`config.mk`:
```
export PLATFORM = sky130hd
export DESIGN_NAME = matmul_ctrl_param
export DESIGN_NICKNAME = d
export VERILOG_FILES = /design/src/rtl/matmul_ctrl_param.sv
export SDC_FILE = /design/constraint.sdc
export NUM_CORES = 1
export LEC_CHECK = 0
export BUFFER_PORTS_ARGS = -buffer_cell sky130_fd_sc_hd__buf_2
export CAP_MARGIN = 20
export CORE_UTILIZATION = 55
export CTS_BUF_LIST = sky130_fd_sc_hd__clkbuf_2
export CTS_CLUSTER_SIZE = 16
export DETAILED_ROUTE_END_ITERATION = 7
export PLACE_DENSITY = 0.76
export SLEW_MARGIN = 25
export SYNTH_ARGS = -nofsm -noshare
export SYNTH_HDL_FRONTEND = slang
export SYNTH_SLANG_ARGS = --single-unit
```
`constraint.sdc`:
```
create_clock -name clk -period 3.45 [get_ports clk]
set_clock_uncertainty 0.1 [all_clocks]
set_input_delay 0.1725 -clock clk [delete_from_list [all_inputs] [get_ports clk]]
set_output_delay 0.1725 -clock clk [all_outputs]
set_load 0.005 [all_outputs]
```
`src/rtl/matmul_ctrl_param.sv`:
```
// matmul_ctrl_param: parametrised C = A x B sequencer for three single-port memories and a MAC.
// Optional build macro MATMUL_CTRL_PERF_CNT_EN adds the saturating busy-cycle counter port cycle_cnt.
module matmul_ctrl_param #(
   parameter int M_ROWS = 3,
   parameter int K_DIM  = 3,
   parameter int N_COLS = 3,
   parameter int AW     = 8
) (
   input  logic          clk,
   input  logic          rst,
   input  logic          start,
   input  logic          skip_load,
   input  logic          in_valid,
   output logic          in_ready,
   output logic          m1EN,
   output logic          m1rEN,
   output logic          m1wEN,
   output logic          m2EN,
   output logic          m2rEN,
   output logic          m2wEN,
   output logic          m3EN,
   output logic          m3rEN,
   output logic          m3wEN,
   output logic [AW-1:0] addr1,
   output logic [AW-1:0] addr2,
   output logic [AW-1:0] addr3,
   output logic          mult_ld,
   output logic          mult_clr,
   output logic          out_valid,
   input  logic          out_ready,
   output logic          busy,
   output logic          done
`ifdef MATMUL_CTRL_PERF_CNT_EN
   ,
   output logic [31:0]   cycle_cnt
`endif
);

   typedef enum logic [3:0] {
      IDLE, LOAD_A, LOAD_B, RD, MAC, WB, OUT_RD, OUT_WAIT, DONE
   } state_t;

   localparam logic [AW-1:0] A_LAST = AW'(M_ROWS * K_DIM - 1);
   localparam logic [AW-1:0] B_LAST = AW'(K_DIM * N_COLS - 1);
   localparam logic [AW-1:0] C_LAST = AW'(M_ROWS * N_COLS - 1);
   localparam logic [AW-1:0] M_LAST = AW'(M_ROWS - 1);
   localparam logic [AW-1:0] K_LAST = AW'(K_DIM - 1);
   localparam logic [AW-1:0] N_LAST = AW'(N_COLS - 1);
   localparam logic [AW-1:0] K_W    = AW'(K_DIM);
   localparam logic [AW-1:0] N_W    = AW'(N_COLS);
   localparam logic [AW-1:0] ONE    = AW'(1);

   state_t        state, state_n;
   logic [AW-1:0] idx, idx_n;
   logic [AW-1:0] i, i_n;
   logic [AW-1:0] j, j_n;
   logic [AW-1:0] k, k_n;
   logic [AW-1:0] o, o_n;

   always_ff @(posedge clk) begin
      if (!rst) begin
         state <= IDLE;
         idx   <= '0;
         i     <= '0;
         j     <= '0;
         k     <= '0;
         o     <= '0;
      end else begin
         state <= state_n;
         idx   <= idx_n;
         i     <= i_n;
         j     <= j_n;
         k     <= k_n;
         o     <= o_n;
      end
   end

   // Load writes follow in_valid in the same cycle so the shared write-data bus is captured directly.
   always_comb begin
      state_n   = state;
      idx_n     = idx;
      i_n       = i;
      j_n       = j;
      k_n       = k;
      o_n       = o;
      in_ready  = 1'b0;
      m1EN      = 1'b0;
      m1rEN     = 1'b0;
      m1wEN     = 1'b0;
      m2EN      = 1'b0;
      m2rEN     = 1'b0;
      m2wEN     = 1'b0;
      m3EN      = 1'b0;
      m3rEN     = 1'b0;
      m3wEN     = 1'b0;
      addr1     = '0;
      addr2     = '0;
      addr3     = '0;
      mult_ld   = 1'b0;
      mult_clr  = 1'b0;
      out_valid = 1'b0;
      done      = 1'b0;
      busy      = (state != IDLE);

      unique case (state)
         IDLE: begin
            if (start) begin
               idx_n   = '0;
               i_n     = '0;
               j_n     = '0;
               k_n     = '0;
               o_n     = '0;
               state_n = skip_load ? RD : LOAD_A;
            end
         end
         LOAD_A: begin
            in_ready = 1'b1;
            addr1    = idx;
            if (in_valid) begin
               m1EN  = 1'b1;
               m1wEN = 1'b1;
               if (idx == A_LAST) begin
                  idx_n   = '0;
                  state_n = LOAD_B;
               end else begin
                  idx_n = idx + ONE;
               end
            end
         end
         LOAD_B: begin
            in_ready = 1'b1;
            addr2    = idx;
            if (in_valid) begin
               m2EN  = 1'b1;
               m2wEN = 1'b1;
               if (idx == B_LAST) begin
                  idx_n   = '0;
                  state_n = RD;
               end else begin
                  idx_n = idx + ONE;
               end
            end
         end
         RD: begin
            addr1   = i * K_W + k;
            addr2   = k * N_W + j;
            m1EN    = 1'b1;
            m1rEN   = 1'b1;
            m2EN    = 1'b1;
            m2rEN   = 1'b1;
            state_n = MAC;
         end
         MAC: begin
            mult_ld = 1'b1;
            if (k == K_LAST) begin
               k_n     = '0;
               state_n = WB;
            end else begin
               k_n     = k + ONE;
               state_n = RD;
            end
         end
         WB: begin
            m3EN     = 1'b1;
            m3wEN    = 1'b1;
            addr3    = i * N_W + j;
            mult_clr = 1'b1;
            if (j == N_LAST) begin
               j_n = '0;
               if (i == M_LAST) begin
                  i_n     = '0;
                  state_n = OUT_RD;
               end else begin
                  i_n     = i + ONE;
                  state_n = RD;
               end
            end else begin
               j_n     = j + ONE;
               state_n = RD;
            end
         end
         OUT_RD: begin
            m3EN    = 1'b1;
            m3rEN   = 1'b1;
            addr3   = o;
            state_n = OUT_WAIT;
         end
         OUT_WAIT: begin
            out_valid = 1'b1;
            addr3     = o;
            if (out_ready) begin
               if (o == C_LAST) begin
                  o_n     = '0;
                  state_n = DONE;
               end else begin
                  o_n     = o + ONE;
                  state_n = OUT_RD;
               end
            end
         end
         DONE: begin
            done    = 1'b1;
            state_n = IDLE;
         end
         default: state_n = IDLE;
      endcase
   end

`ifdef MATMUL_CTRL_PERF_CNT_EN
   // Counts busy cycles of the current job; frozen between done and the next start.
   always_ff @(posedge clk) begin
      if (!rst) begin
         cycle_cnt <= '0;
      end else if (state == IDLE && start) begin
         cycle_cnt <= '0;
      end else if (busy && cycle_cnt != 32'hFFFF_FFFF) begin
         cycle_cnt <= cycle_cnt + 32'd1;
      end
   end
`endif

endmodule

```
==> results of run 1 <==
cell type report:
| cell class | instances | area [um^2] | area share, % |
|---|---|---|---|
| multi-input cells | 405 | 3014 | 66.31 |
| inverters | 42 | 157.7 | 3.468 |
| repair buffers | 56 | 316.6 | 6.964 |
| well taps | 96 | 120.1 | 2.642 |
| clock inverters | 3 | 18.77 | 0.4129 |
| flip-flops and latches | 44 | 893.4 | 19.65 |
| clock buffers | 5 | 25.02 | 0.5505 |
worst max path at each step:
stage | startpoint | to | slack (ns) | depth (start not counted)
after detailed placement | i[1]$_SDFFE_PN0P_ | addr3[7] | 0.16 | 15
after floorplan | i[0]$_SDFFE_PN0P_ | addr3[7] | 0.37 | 13
after CTS | i[1]$_SDFFE_PN0P_ | addr3[7] | -0.02 | 13
after global routing | i[1]$_SDFFE_PN0P_ | addr3[7] | -0.27 | 15
after global placement | i[1]$_SDFFE_PN0P_ | addr3[7] | 0.25 | 14
final | i[1]$_SDFFE_PN0P_ | addr3[7] | -0.03 | 13
power by group:
part           total [mW]  internal, mW  switching [mW]  leakage (nW)
combinational       0.567         0.226           0.342          1.62
sequential          0.607         0.536          0.0711         0.359
clock               0.232        0.0492           0.183        0.0327
metrics by stage:
step                utilization, %  cells  cell area, um^2  power [mW]  worst slack, ns
floorplan                        -    505             4008      0.9856           0.3696
global placement             62.52    636             4318       1.129           0.2490
detailed placement           62.52    636             4318       1.142           0.1619
CTS                          65.25    651             4507       1.390         -0.02277
global route                 65.82    651             4546       1.508          -0.2674
finish                       65.82    651             4546       1.406         -0.02707
flip-flops by register name, indices dropped and copies added (netlist names):
register,flops
k,8
i,8
idx,8
j,8
o,8
state,4
layout by cell type, fill, tap and decap left out, drive strengths merged, types with 8 or more instances in the layout:
| master | instances |
|---|---|
| nor3 | 8 |
| and3 | 12 |
| dfxtp | 44 |
| nor2 | 51 |
| xnor2 | 21 |
| inv | 41 |
| nand3 | 13 |
| o21ai | 39 |
| a21oi | 27 |
| nand2 | 45 |
| nand4 | 18 |
| xor2 | 19 |
| ha | 47 |
| nor2b | 12 |
| fa | 10 |
| buf | 55 |
kinds of logic (layout without fill, tap and decap cells):
logic type	Yosys count	in the layout	synth area share, %
AO/OA/AOI/OAI	113	113	17.80
XOR/XNOR	40	40	8.742
adder cells (fa/ha/maj)	57	57	19.67
buffers and inverters	56	106	5.619
flip-flops	44	44	21.98
multiplexers	5	5	1.249
AND/OR/NAND/NOR	190	190	24.95
worst register-to-register path: stages (launching register included):
cell and delay (ns):
dfxtp_1 0.72, nor2_2 0.13, nand3_1 0.11, buf_4 0.18, inv_2 0.10, nand3_1 0.11, nand2_2 0.16, nand2_1 0.11
nand2_1 0.18, a211oi_1 0.29
layer usage:
metal / GRT usage (%) / share of wire, %
met5: 0 / 0
met2: 44.96 / 48
met4: 8.048 / 1.7
met1: 36.47 / 45
met3: 3.507 / 4.9
repair_timing:
item	CTS	global route
setup endpoints to repair	5	7
buffers inserted	6	0
hold buffers	1	0
gates cloned	0	0
pin swaps	7	3
hold endpoints to repair	1	0
gates resized for setup	25	11
==> impl_results.md, run 1 <==
- Async S/R FF share, synth: 0%
- Root Driver: clkbuf_2
- Fin worst setup slack: -0.02707 ns
- RSZ-0062 raised after global routing: true
- Setup TNS: -0.02707 ns
- Row count: 30
- Most common cell on crit path: xnor2_1
- Drt first pass iters: 5
- Slew at the pin closest to its max-slew limit: 0.8791 ns
- Post-Route WL: 9862 um
- Maximum VDD drop: 0.0001871 V
- Worst-path clk slew: 0.24 ns
- CP Max Fanout: 4
- Worst-Skew Late Latency: 0.42 ns
- WHS Endpoint: j[0]$_SDFFE_PN0P_
- Hold Crit Depth: 2
- Synth Cell Area: roughly 4000 um^2
- Clock sink total: 44
- Routed vias: 3790
- Arrival time worst endpoint: 3.20 ns
- R2R Path End: i[1]$_SDFFE_PN0P_
- Start of the worst register-to-register path: state[3]$_SDFFE_PN0P_
- N_diodes: 0
- #FFs+latches synth: 44
- Failing checks: negative setup slack
- Core ar.: 6907 um^2
- Top-count cell post-synth: nor2_1
- # setup viols final: 1
- R2R depth: 9
- Worst path required time: 3.18 ns
- Largest net degree at the start of global routing: 26
- YS warnings: 0
- Hold Worst Slack: 0.04922 ns
- Filler cells: 641
- Max-cap violations: 0
- RD Place Congestion: about 0.85
- Die area: 7632 um^2
- Slew headroom: 41.12%
- Layout overhead on the synthesized area: 13.42%
- Min-delay src: rst
- Vias per cell: 5.822
- Port Buf Inserts: 44
- Synth Flop Type: dfxtp_1
- Sequential-to-total area share from yosys stat: 21.98%
- I/O Pins: 45
- Final routed DRC violation total: 0
- PwrDens: 309.3 nW/um^2
- Hpwl dp: 7512 um
- Post-synth top cells: nor2_1, ha_1, dfxtp_1, nand2_1, inv_1
- Global-route wire length before repair: 16330 um
- Outcome: finished, violations left
- Starting DRC count in detailed routing: 250
- Post-synth top area share: 21.98%
- Post-synth EDFFs: 0
- Startpoint types: flop
- Final Hold Viols: 0
- Leak pwr: 2.012 nW
- CP Buf/Inv Count: 1
- Share of cells above drive strength 1: 18.20%
- Drt wl/cell: 15.15 um
- CTS tree: done
- Antenna-violating nets left: 0
- Period utilisation layout: 100.8%
- Starting density of the core: 58.03%
- Number of buffers created by CTS: 5
- Synthesized area per cell: 7.936 um^2
- Die Span Y: roughly 87 um
- Cell family with most CP delay: compound AO/OA/AOI/OAI gates
- Mapped Cells: approximately 500
- Worst hold path class: in2reg
- GRT overflow: 0
- Number of antenna violations at the first check in global routing: 0
- Worst Setup End Kind: output port
- Total GRT Usage: 27.02%
- NumNets Final: between 600 and 700
- Crit Path Class: reg2out
- Die Wd: roughly 87 um
- Synth unique cells: 59
- H-tree Lvls: 2
- Critical Path, Cell by Cell: ha_4 -> a21o_1 -> a21oi_2 -> o21bai_1 -> a21oi_1 -> xnor2_1 -> ha_1 -> a2111o_1 -> o21ai_2 -> xor2_1 -> xnor2_1 -> o21ai_1 -> buf_2
- Clock buffer depth: 2
- Post-synth net total: about 570
- Min Tclk post-route: 3.477 ns
- Ranking of synthesized cells by area: dfxtp_1, ha_1, fa_1
- Flop2flop setup slack: 1.19 ns
- Max incr delay on CP: approximately 0.44 ns
- Vias in the first global route: roughly 3500
- Max-slew violations: 0
- Max Clk Rate: 287.6 MHz
- Yosys top cell by area: dfxtp_1
- Slowest-stage cell, CP: a2111o_1
Power figures use the tool's default switching activity.
==> run 2, diff against run 1 <==
Settings changed: GPL_TIMING_DRIVEN set to 0.
==> run 2 against run 1 <==
Net effect: the run still ends with negative setup slack left; critical path depth stayed put; die area stayed put; sequential power is 6.1% lower; first-iteration DRC count is 15% lower; sequential cell count stayed put; combinational power is 8.3% higher; largest cell class unchanged; largest power group is now combinational logic.
==> impl_results.md, run 2 (synthesis results as in run 1) <==
- Outcome: finished, violations left
- Failing checks: negative setup slack
- Int Pwr: 0.8843 mW
- Largest net degree at the start of global routing: 15
- Max-cap violations: 0
- Clock buffer depth: 2
- Start of the worst register-to-register path: state[0]$_SDFFE_PN0P_
- Starting density of the core: 58.03%
- Die Span Y: around 87 um
- H-tree Lvls: 2
- Layout Cells excl Fill: 665
- Beginning of the critical path: i[2]$_SDFFE_PN0P_
- Worst Setup End Kind: output port
- Filler cells: 611
- Period utilisation layout: 102.6%
- Die area: around 7600 um^2
- Post-Route WL: about 10000 um
- Antenna-violating nets left: 0
- Max Clk Rate: roughly 280 MHz
- Root Driver: clkbuf_2
- Fin worst setup slack: -0.08942 ns
- Worst-Skew Late Latency: 0.44 ns
- Comb pwr share: 41.3%
- RSZ-0062 raised after global routing: true
- NumNets Final: 631
- Switching share of power: 40.54%
- Vias in the first global route: 3418
- Flop2flop setup slack: around 1.1 ns
- Worst path required time: 3.18 ns
- RD Place Congestion: 0.9119
- Core ar.: 6907 um^2
- Final Hold Viols: 0
- Crit Path Class: reg2out
- PwrDens: about 320 nW/um^2
- Most frequent cells in the layout: nor2_1, buf_2, nand2_1
- CP Max Fanout: 3
- Leak pwr: 2.071 nW
- Switch Pwr: 0.6029 mW
- Share of cells above drive strength 1: 19.51%
- Hpwl dp: approximately 7700 um
- # setup viols final: 2
- GRT overflow: 0
- Clock sink total: 44
- I/O Pins: 45
- Port Buf Inserts: 44
- Final routed DRC violation total: 0
- Worst hold path class: in2reg
- Drt first pass iters: 4
- Overall Power: about 1.5 mW
- Place WS: -0.1917 ns
- CTS tree: done
- Final Cell Area: 4684 um^2
- Min Tclk post-route: 3.539 ns
- Drt wl/cell: 15.60 um
- Clock share of power: between 20% and 30%
- Min-delay src: in_valid
- Routed vias: 3805
- Placed cells: 645
- Row count: 30
- Max-slew violations: 0
- Vias per cell: 5.722
- Register share of total power: 38.3%
- Slew headroom: 38.46%
- Slew at the pin closest to its max-slew limit: approximately 0.9 ns
- Global-route wire length before repair: 16150 um
- Commonest non-fill, non-tap cell in the layout: nor2_1
- Arrival time worst endpoint: 3.27 ns
- Maximum VDD drop: approximately 0.00019 V
- Die Wd: 87.36 um
- Post-place instance area: 4348 um^2
- Total GRT Usage: between 20% and 30%
- Startpoint types: flop
- Starting DRC count in detailed routing: 213
- Worst-path clk slew: about 0.25 ns
- Number of buffers created by CTS: 5
- Layout overhead on the synthesized area: 16.89%
- Number of antenna violations at the first check in global routing: 0
- N_diodes: 0
-- run 2: cell types whose count changed in the layout (fill, tap and decap cells not counted), sizes merged --
cell	delta
buf	+7
bufinv	+1
clkbuf	+6
clkinv	-1
dlygate4sd3	+1
-- run 2: layout make-up --
| class | count | area, um^2 | share of cell area, % |
|---|---|---|---|
| Multi-Input combinational cell | 405 | 3053 | 65.17 |
| Sequential cell | 44 | 903.4 | 19.28 |
| Buffer | 14 | 67.56 | 1.442 |
| Clock inverter | 3 | 42.54 | 0.9081 |
| Tap cell | 96 | 120.1 | 2.564 |
| Inverter | 42 | 157.7 | 3.365 |
| Clock buffer | 5 | 25.02 | 0.5342 |
| Timing Repair Buffer | 56 | 315.3 | 6.731 |
-- run 2: worst paths after layout --
path | endpoint | cells past startpoint
setup / recovery | addr3[7] | 13
hold / removal | state[3]$_SDFFE_PN0P_ | 4
setup reg to reg | k[3]$_SDFFE_PN0P_ | 6
hold reg to reg | k[7]$_SDFFE_PN0P_ | 1
-- run 2: worst max-delay path, stage by stage (launching register included) --
cell      delay, ns
dfxtp_4        0.42
ha_4           0.23
a21o_1         0.17
a21oi_2        0.18
o21bai_1       0.12
a21oi_2        0.18
xnor2_2        0.16
ha_4           0.24
a2111o_1       0.42
o21ai_2        0.15
xor2_1         0.18
xnor2_1        0.11
o21ai_1        0.15
buf_2          0.14
-- run 2: routing by layer --
metal	vias up	GRT usage (%)	wire, um
li1	1888	-	-
met1	1784	36.25	4792
met2	106	45.17	4854
met3	27	4.171	447
met4	0	9.091	279
met5	-	0	0
-- run 2: power groups by stage --
stage / Clock [mW] / Combinational, mW / Sequential [mW]
2_1_floorplan: 0 / 0.415 / 0.571
3_3_place_gp: 0 / 0.551 / 0.583
3_5_place_dp: 0 / 0.564 / 0.584
4_1_cts: 0.314 / 0.592 / 0.570
5_1_grt: 0.328 / 0.690 / 0.573
6_report: 0.304 / 0.614 / 0.570
-- run 2: timing repair --
action	4_1_cts	5_1_grt
setup buffers	5	5
endpoints found under the hold margin	3	0
gates cloned	0	0
hold buffers	2	0
gates resized for setup	23	22
pin swaps	4	14
setup endpoints to repair	9	7
-- run 2: per-stage QoR --
| step | hold slack, ns | utilization [%] | setup TNS [ns] |
|---|---|---|---|
| 3_3_place_gp | 0.3375 | 62.95 | -0.1056 |
| 2_1_floorplan | 0.2263 | - | 0 |
| 4_1_cts | 0.1954 | 65.80 | -0.07558 |
| 3_5_place_dp | 0.3474 | 62.95 | -0.1917 |
| 6_report | 0.2098 | 67.83 | -0.1005 |
| 5_1_grt | 0.2106 | 67.83 | -0.6073 |
==> run 3, diff against run 2 <==
Settings changed: REMOVE_ABC_BUFFERS set to 1, SLEW_MARGIN 25 to 20.
==> run 3 against run 2 <==
Net effect: the flow still finishes with violations (negative setup slack); sequential cell count is the same; combinational power is 9.3% lower; fmax down 3.9%; non-clock buffer count is 12 lower; worst hold slack got worse by 0.16 ns; wire length grew 0.82%; register-to-register slack got worse by 0.21 ns; sequential power is 7.7% higher; setup slack worse by 0.14 ns; utilization decreased by 0.69 points; critical path type unchanged.
==> impl_results.md, run 3 (synthesis results as in run 1) <==
- Outcome: finished, violations left
- Failing checks: negative setup slack
- Worst-Skew Late Latency: 0.43 ns
- WHS Endpoint: o[0]$_SDFFE_PN0P_
- Starting DRC count in detailed routing: 271
- Drt first pass iters: 6
- Worst hold path class: in2reg
- Min Tclk post-route: around 3.7 ns
- Die Wd: 87.36 um
- Port Buf Inserts: 44
- GRT overflow: 0
- Min-delay src: rst
- R2R depth: 7
- Placed cells: roughly 630
- Max Clk Rate: 271.6 MHz
- Flop2flop setup slack: 0.86 ns
- Share of cells above drive strength 1: 19.93%
- Starting density of the core: 58.03%
- WP depth: 14
- I/O Pins: 45
- Layout overhead on the synthesized area: 15.70%
- CTS tree: done
- Worst-path clk slew: 0.24 ns
- Number of buffers created by CTS: 5
- N_diodes: 0
- R2R Path End: i[1]$_SDFFE_PN0P_
- PwrDens: between 300 and 400 nW/um^2
- Period utilisation layout: 106.7%
- RSZ-0062 raised after global routing: true
- Startpoint types: flop
- Global-route wire length before repair: 16170 um
- Slew headroom: ~43%
- Worst Setup End Kind: output port
- Hold Crit Depth: 2
- Max incr delay on CP: roughly 0.43 ns
- Overall Power: 1.410 mW
- Post-Route Utilization: 67.14%
- NumNets Final: about 620
- Leak pwr: between 2 and 2.5 nW
- Post-Route WL: 10460 um
- Row count: 30
- Place WS: -0.1062 ns
- Worst path required time: 3.18 ns
- Layout Cells excl Fill: about 650
- Cell family with most CP delay: compound AO/OA/AOI/OAI gates
- Max-cap violations: 0
- Final routed DRC violation total: 0
- Routed vias: approximately 3900
- Most frequent cells in the layout: nor2_1, nand2_1, buf_2
- Core ar.: 6907 um^2
- Maximum VDD drop: 0.0001354 V
- CP Max Fanout: 3
- Commonest non-fill, non-tap cell in the layout: nor2_1
- H-tree Lvls: 2
- Slowest-stage cell, CP: dfxtp_4
- # setup viols final: 1
- Setup TNS: -0.2318 ns
- RD Place Congestion: 0.8814
- Drt wl/cell: 16.02 um
- Die Span Y: 87.36 um
- Critical Path, Cell by Cell: ha_4 -> buf_6 -> a21o_1 -> a21oi_2 -> o21bai_1 -> a21oi_2 -> xnor2_2 -> ha_4 -> a2111o_1 -> o21ai_2 -> xor2_1 -> xnor2_1 -> o21ai_1 -> buf_2
- CP Buf/Inv Count: 2
- Max-slew violations: 0
- Hold Worst Slack: 0.04908 ns
- Slew at the pin closest to its max-slew limit: 0.8524 ns
- Number of antenna violations at the first check in global routing: 0
- Root Driver: clkbuf_2
- Crit Path Class: reg2out
- Clock buffer depth: 2
- Fin worst setup slack: -0.2318 ns
- Vias in the first global route: 3629
- Hpwl dp: 7296 um
- Antenna-violating nets left: 0
- Final Cell Area: roughly 4600 um^2
- Arrival time worst endpoint: 3.41 ns
- Largest net degree at the start of global routing: 26
- Vias per cell: a little under 6
- Total GRT Usage: roughly a quarter
- Start of the worst register-to-register path: state[0]$_SDFFE_PN0P_
- Post-place instance area: between 4000 and 5000 um^2
- Clock sink total: 44
- Die area: 7632 um^2
- Final Hold Viols: 0
[run 3: changes by cell type in the layout (fill, tap and decap cells not counted), moves of 2 or more]
cell | previous run | this run
dfxtp_1 | 36 | 39
clkbuf_1 | 6 | 0
buf_2 | 47 | 44
dfxtp_4 | 5 | 3
buf_1 | 2 | 0
[run 3: worst max path at each step]
| stage | start | to | slack [ns] |
|---|---|---|---|
| finish | i[1]$_SDFFE_PN0P_ | addr3[7] | -0.23 |
| floorplan | i[0]$_SDFFE_PN0P_ | addr3[7] | 0.37 |
| global placement | i[0]$_SDFFE_PN0P_ | addr3[7] | -0.10 |
| CTS | i[1]$_SDFFE_PN0P_ | addr3[7] | -0.11 |
| detailed placement | i[0]$_SDFFE_PN0P_ | addr3[7] | -0.11 |
| global route | i[1]$_SDFFE_PN0P_ | addr3[7] | -0.34 |
[run 3: area by class of cell]
cell class                 count  area [um^2]
tap                           96        120.1
fill                         600         2270
multi-input combinational    405         3092
clock inverter                 2        11.26
timing repair buffer          58        331.6
sequential                    44        894.6
clock buffer                   6        30.03
inverter                      42        157.7
[run 3: what timing repair did]
item | CTS | global route
pin swaps | 10 | 20
hold buffers | 1 | 0
setup endpoints to repair | 8 | 7
buffers inserted | 8 | 5
resized for setup | 19 | 29
endpoints found under the hold margin | 1 | 0
[run 3: report_power, final]
| group | internal, mW | switching (mW) |
|---|---|---|
| Combinational | 0.217 | 0.340 |
| Clock | 0.0504 | 0.189 |
| Sequential | 0.537 | 0.0763 |
[run 3: per-layer routing]
metal / global-route usage (%) / routed length [um]
met5: 0 / 0
met2: 46.16 / 5159
met1: 33.55 / 4473
met4: 8.793 / 236
met3: 4.550 / 590
[run 3: worst reg2reg max path, stage by stage, from the launching register on]
cell and delay [ns]:
dfxtp_1 0.77, nand3_1 0.48, inv_2 0.31, nand3_1 0.16, nand2_2 0.23, nand2_1 0.09, nand2_1 0.26, a211oi_1 0.11
